--- src/rtl/cmp_bist.sv ---
// rtl/cmp_bist.sv - exhaustive stimulus generator and self-checker for an equality comparator
module cmp_bist #(
    parameter int WIDTH  = 2,
    parameter int SETTLE = 2
) (
    input  logic             clk,
    input  logic             rst_n,
    input  logic             start,
    output logic [WIDTH-1:0] A,
    output logic [WIDTH-1:0] B,
    input  logic             AyB,
    output logic             busy,
    output logic             done,
    output logic             pass,
    output logic [2*WIDTH:0] err_count,
    output logic [WIDTH-1:0] fail_a,
    output logic [WIDTH-1:0] fail_b
);

    localparam int IW = 2 * WIDTH;
    localparam int CW = (SETTLE > 1) ? $clog2(SETTLE) : 1;
    localparam logic [CW-1:0] CNT_LAST = CW'(SETTLE - 1);

    typedef enum logic [1:0] {S_IDLE, S_APPLY, S_CHECK, S_DONE} state_t;

    state_t           state_q, state_d;
    logic [IW-1:0]    idx_q, idx_d;
    logic [CW-1:0]    cnt_q, cnt_d;
    logic [IW:0]      err_q, err_d;
    logic [WIDTH-1:0] fa_q, fa_d, fb_q, fb_d;
    logic             pass_q, pass_d;

    logic [WIDTH-1:0] vec_a, vec_b;
    logic             mismatch;

    assign vec_a    = idx_q[IW-1:WIDTH];
    assign vec_b    = idx_q[WIDTH-1:0];
    assign mismatch = (AyB != (vec_a == vec_b));

    always_ff @(posedge clk) begin
        if (!rst_n) begin
            state_q <= S_IDLE;
            idx_q   <= '0;
            cnt_q   <= '0;
            err_q   <= '0;
            fa_q    <= '0;
            fb_q    <= '0;
            pass_q  <= 1'b0;
        end else begin
            state_q <= state_d;
            idx_q   <= idx_d;
            cnt_q   <= cnt_d;
            err_q   <= err_d;
            fa_q    <= fa_d;
            fb_q    <= fb_d;
            pass_q  <= pass_d;
        end
    end

    always_comb begin
        state_d = state_q;
        idx_d   = idx_q;
        cnt_d   = cnt_q;
        err_d   = err_q;
        fa_d    = fa_q;
        fb_d    = fb_q;
        pass_d  = pass_q;
        case (state_q)
            S_IDLE: begin
                if (start) begin
                    state_d = S_APPLY;
                    idx_d   = '0;
                    cnt_d   = '0;
                    err_d   = '0;
                    fa_d    = '0;
                    fb_d    = '0;
                    pass_d  = 1'b0;
                end
            end
            S_APPLY: begin
                cnt_d = cnt_q + 1'b1;
                if (cnt_q == CNT_LAST) begin
                    state_d = S_CHECK;
                end
            end
            S_CHECK: begin
                cnt_d = '0;
                if (mismatch) begin
                    err_d = err_q + 1'b1;
                    if (err_q == '0) begin
                        fa_d = vec_a;
                        fb_d = vec_b;
                    end
                end
                // pass must already be valid while done is high
                if (idx_q == '1) begin
                    state_d = S_DONE;
                    pass_d  = (err_q == '0) && !mismatch;
                end else begin
                    state_d = S_APPLY;
                    idx_d   = idx_q + 1'b1;
                end
            end
            default: begin
                state_d = S_IDLE;
            end
        endcase
    end

    always_comb begin
        busy      = (state_q != S_IDLE);
        done      = (state_q == S_DONE);
        A         = '0;
        B         = '0;
        if (state_q == S_APPLY || state_q == S_CHECK) begin
            A = vec_a;
            B = vec_b;
        end
        pass      = pass_q;
        err_count = err_q;
        fail_a    = fa_q;
        fail_b    = fb_q;
    end

endmodule
--- config.mk ---
export PLATFORM = sky130hd
export DESIGN_NAME = cmp_bist
export DESIGN_NICKNAME = d
export VERILOG_FILES = /design/src/rtl/cmp_bist.sv
export SDC_FILE = /design/constraint.sdc
export NUM_CORES = 1
export LEC_CHECK = 0
export ABC_AREA = 0
export BUFFER_PORTS_ARGS = -buffer_cell sky130_fd_sc_hd__buf_4
export CAP_MARGIN = 30
export CELL_PAD_IN_SITES_DETAIL_PLACEMENT = 0
export CELL_PAD_IN_SITES_GLOBAL_PLACEMENT = 1
export CORE_ASPECT_RATIO = 0.9
export CORE_UTILIZATION = 42
export CTS_CLUSTER_SIZE = 28
export DETAILED_ROUTE_END_ITERATION = 10
export PLACE_DENSITY_LB_ADDON = 0.1
export SYNTH_ARGS = -nofsm -noshare
export SYNTH_HDL_FRONTEND = slang
export SYNTH_SLANG_ARGS = --single-unit
--- constraint.sdc ---
create_clock -name clk -period 2.7 [get_ports clk]
set_input_delay 0.54 -clock clk [delete_from_list [all_inputs] [get_ports clk]]
set_output_delay 0.54 -clock clk [all_outputs]
set_load 0.005 [all_outputs]
# Yosys cells after proc, flatten, opt, wreduce, memory -nomap -nowiden
# Index checks and enable logic that the tools add are counted.
# op_classes
add_sub_neg	3
n_eq_ne	12
muxes	23
reduce_logical	14
# ops
operator	n
2-bit 2-to-1 mux	10
2-bit inequality test (second input constant)	6
5-bit 2-to-1 mux	2
5-bit one-hot mux with 2 select lines	1
3-bit AND reduction	3
4-bit 2-to-1 mux	2
2-bit one-hot mux with 2 select lines	2
4-bit one-hot mux with 2 select lines	1
2-bit one-hot mux with 3 select lines	1
5-bit by 1-bit adder with 5-bit output (second input constant)	1
5-bit logical NOT	1
4-bit by 1-bit adder with 4-bit output (second input constant)	1
2-bit equality test (second input constant)	2
4-bit equality test (second input constant)	1
2-bit AND reduction	2
4-bit AND reduction	1
2-bit nonzero test	2
1-bit one-hot mux with 3 select lines	1
3-bit nonzero test	1
2-bit by 1-bit equality test with 1-bit output (second input constant)	1
2-bit equality test	1
2-bit logical NOT	1
1-bit 2-to-1 mux	2
1-bit one-hot mux with 2 select lines	1
5 further kinds	5
# word_totals
regBits	17
inputBits	4
out_inout_bits	16
wordCells	59

# Longest topological paths before layout
# depth
depth_word	6
mapped_depth	8
mapped_depth_nobuf	7

# Worst setup path after synthesis
# No wires, ideal clock.
# synth_path
path_kind	reg2reg
start	register idx_q[2]
end	register err_q[4], in the netlist err_count[4]
arrival_time_ps	1756
required_ps	2626
setup_slack_ps	869
stages_incl_launch_ff	7
cell_sequence	dfxtp_1 > buf_6 > xor2_1 > or3_4 > and2_4 > or4_1 > a31oi_1
# synth_between
elab_chain_cells	4
# synth_rtl
item	line	source
start, declared	27	logic [IW-1:0] idx_q, idx_d;
start signal, assigned	51	idx_q <= idx_d;
2-bit equality test	38	assign mismatch = (AyB != (vec_a == vec_b));
1-bit inequality test	38	
2-bit inequality test (no source line)	--	
3-bit AND reduction (no source line)	--	
end signal, assigned	53	err_q <= err_d;
end, declared	29	logic [IW:0] err_q, err_d;
# Every way passes these cells.
# A chain may end at the register's enable or synchronous reset.

# Worst setup path in the final report
# layout_path
start	register state_q[0]
end	register fa_q[0], in the netlist fail_a[0]
# layout_between
elab_chain_cells	3
elab_cells_between_ends	8
cone_classes	eq/ne: 4; mux: 1; reduce/logical: 3
# layout_rtl
item	line	source
start, declared	26	state_t state_q, state_d;
start signal, assigned	50	state_q <= state_d;
2-bit equality test or 2-bit logical NOT (tied branches)	68	case (state_q)
2-bit inequality test (no source line) or 2-bit nonzero test (tied branches)	--	
4-bit AND reduction (no source line)	--	
end signal, assigned	46	fa_q <= '0;
end signal, assigned	54	fa_q <= fa_d;
end, declared	30	logic [WIDTH-1:0] fa_q, fa_d, fb_q, fb_d;
# Parallel ways exist; a longest one is shown, timed or not.

==> metrics.cfg <==
[status]
run_status = finished clean

[drt]
count_of_routing_violations_after_the_opening_detailed_route_iteration = 14
drc_errors = 0
detailroute.via_count = 881
drtAntennaViolNets = 0
first_drt_pass_iteration_count = 4
wl_um = 2090
drt-vias-per-instance = 5.51
routed_length_per_placed_instance_um = 13.0

[clock_tree]
insertion_delay_ps = 290
cts.clk_slew.worst_paths_ps = 100
post_cts_resize_count = 0
cts_max_path_buffers = 2
cts-buffers-inserted = 3
h-tree-depth = 1
tritoncts = built
clkSinkCount = 17
cts_setup_buffers = 0
root_buffer_master = clkbuf_4
post_cts_hold_buffer_count = 0

[place]
port_buffers = 19
place_congestion = 0.841
post-place-ws_ps = 615
dp_hpwl_um = 1520

[global_route]
antenna_found_initial = 0
grt_pass1_vias = 700
grt_first_pass_wirelength_um = 3190
fraction_of_met1_tracks_used_by_global_routing_pct = 23.6
grt_overflow_total = 0
pin_count_of_the_biggest_net_entering_global_routing = 17
most_used_routing_layer_in_global_routing = met2
grt_util_met3_pct = 5.71
grt_use_total_pct = 17.8
grtUsageMet2_pct = 28.1

[critical_path]
critical_path_required_ps = 2890
critPathLaunchType = register
cp_data_arrival_time_ps = 2290
timing.reg2reg.setup_slack_ps = 600
critPathCaptureType = register
cp_top_family = simple AND/OR/NAND/NOR gates
rr_worst_depth = 6
path_buf_inv = 1
critical_path.slowest_cell = ha_1
path_common_cell = nor2_1
worst-path-max-fanout = 16
critical_path.cell_chain = inv_1 -> ha_1 -> nor2_1 -> nor2_1 -> o22ai_1 -> a22o_2
critical_path_cell_count = 6
critical_path.reg2reg.endpoint = fail_a[0]
timing.critical_path.from = state_q[0]
critical-path-max-stage-delay_ps = 490
r2r-start = state_q[0]
path_class = reg -> reg
worst_setup_path_endpoint = fail_a[0]

[floorplanning]
fp.dieArea_um2 = 2540
initial_core_util_pct = 44.7
floorplan.core_area_um2 = 2200
top_level_ports = 20
die_h_um = 47.9
chipWidth_um = 53.0
number_of_rows_created_at_floorplan = 16

[yosys]
synth.ff_latch_count = 17
yosysTopAreaCell = dfxtp_1
synth_area_per_cell_um2 = 8.56
post_synth_inst_count = 115
nets_in_the_synthesized_netlist = 126
async_reset_ff_share_pct = 0
post_synth_most_frequent_cells = 17 x dfxtp_1, 10 x nor2_1, 8 x inv_1, 8 x nand2_1, 7 x ha_1
yosysWarnings = 0
ys_types = 41
synth_top_flop_cell = dfxtp_1
most_numerous_cell_in_the_yosys_netlist = dfxtp_1
post_synth_main_area_contributors = dfxtp_1 35%, ha_1 8.9%, nor2_1 3.8%, a21oi_1 3.0%, a211oi_1 3.0%
synth.yosys.seq_area_share_pct = 34.6
syn_area_um2 = 985
synth_enable_flop_cells = 0
fraction_of_post_synthesis_cell_area_in_the_top_cell_type_by_area_pct = 34.6

[power_and_ir_drop]
ir_drop_mv = 0.377
power_density_nw_per_um2 = 635
cellLeakagePower_nw = 0.492

[layout]
seqCellArea_um2 = 340
multi_input_comb_area_um2 = 582
areaGrowthSynthToFinish_pct = 17.3
count_of_inserted_antenna_diode_cells = 0
final_layout_net_count = 145
fillers = 233
post-route-util_pct = 52.4
drive_above_1_share_pct = 21.8

[sta]
clock_skew_ps = 3.53
count_of_endpoints_failing_setup_in_the_final_report = 0
worst_pin_slew_ps = 596
timing.slew.headroom_pct = 59.7
hold_ws_ps = 494
fin_tns_setup_ps = 0
drv_slew = 0
setup_repair_after_global_routing_missed_its_margin = false
max_freq_mhz = 476
hold_viol_final = 0
finalCriticalPeriod_ps = 2100
finalCritPeriodShare_pct = 77.8
fin_ws_ps = 600

[hold_path]
hold_class = reg -> reg

[flow_run]
cap_viol_max_count = 0

worst min path at each step:
stage,endpoint,cells past startpoint,slack [ps],startpoint
detailed placement,fail_b[1],1,470,fail_b[1]
finish,fail_b[1],1,490,fail_b[1]
global placement,fail_b[1],1,470,fail_b[1]
floorplan,cnt_q,2,460,cnt_q
CTS,fail_b[1],1,500,fail_b[1]
global route,fail_b[1],1,510,fail_b[1]
stage by stage:
| stage | power [W] | cells | instance area, µm² |
|---|---|---|---|
| finish | 0.000733 | 160 | 1150 |
| global route | 0.000789 | 160 | 1150 |
| CTS | 0.000740 | 160 | 1150 |
| detailed placement | 0.000601 | 156 | 1130 |
| global placement | 0.000596 | 156 | 1130 |
| floorplan | 0.000522 | 115 | 985 |
final cells by class:
cell class	instances	share of cell area, %
sequential	17	29.5
inverter	8	2.60
timing repair buffer	19	12.4
tap	27	2.93
clock buffer	4	2.28
multi-input combinational	85	50.4
per-layer routing:
| metal | part of all wire (%) | up-vias |
|---|---|---|
| li1 | - | 458 |
| met2 | 43 | 18 |
| met1 | 51 | 403 |
| met4 | 0.72 | 0 |
| met5 | 0 | - |
| met3 | 5.3 | 2 |
where the power goes:
group	switching (W)	internal, W	leakage, nW	total [W]
registers	0.0000197	0.000270	0.137	0.000290
logic	0.000188	0.000119	0.340	0.000307
clock network	0.0000792	0.0000574	0.0150	0.000137
total	0.000287	0.000446	0.492	0.000733
layout by cell type (no fill, tap or decap), types with 2 or more instances in the layout:
| cell type | count |
|---|---|
| and2_1 | 3 |
| xor2_1 | 2 |
| inv_1 | 8 |
| nor2b_1 | 2 |
| o21ai_0 | 5 |
| nand3_1 | 3 |
| o211ai_1 | 2 |
| ha_1 | 7 |
| dfxtp_1 | 17 |
| clkbuf_4 | 3 |
| a31oi_1 | 4 |
| a22o_1 | 3 |
| nand3b_1 | 2 |
| nor2_1 | 10 |
| mux2i_1 | 2 |
| buf_4 | 19 |
| nand2_1 | 8 |
| nand4_1 | 3 |
| a211oi_1 | 4 |
| a21oi_1 | 6 |
cells by family after synthesis:
family / after synthesis / share of synthesized area, %
flops: 17 / 34.6
fa+ha+maj: 7 / 8.89
simple gates: 42 / 23.9
compound gates: 32 / 22.5
buf+inv: 13 / 6.35
mux: 2 / 2.03
xor+xnor: 2 / 1.78
flip-flops by register name (all words and copies together), names as in the netlist:
| signal | count |
|---|---|
| cnt_q | 1 |
| err_count | 5 |
| fail_a | 2 |
| fail_b | 2 |
| idx_q | 4 |
| pass | 1 |
| state_q | 2 |
Note: power is estimated with default switching activity, not from simulation.
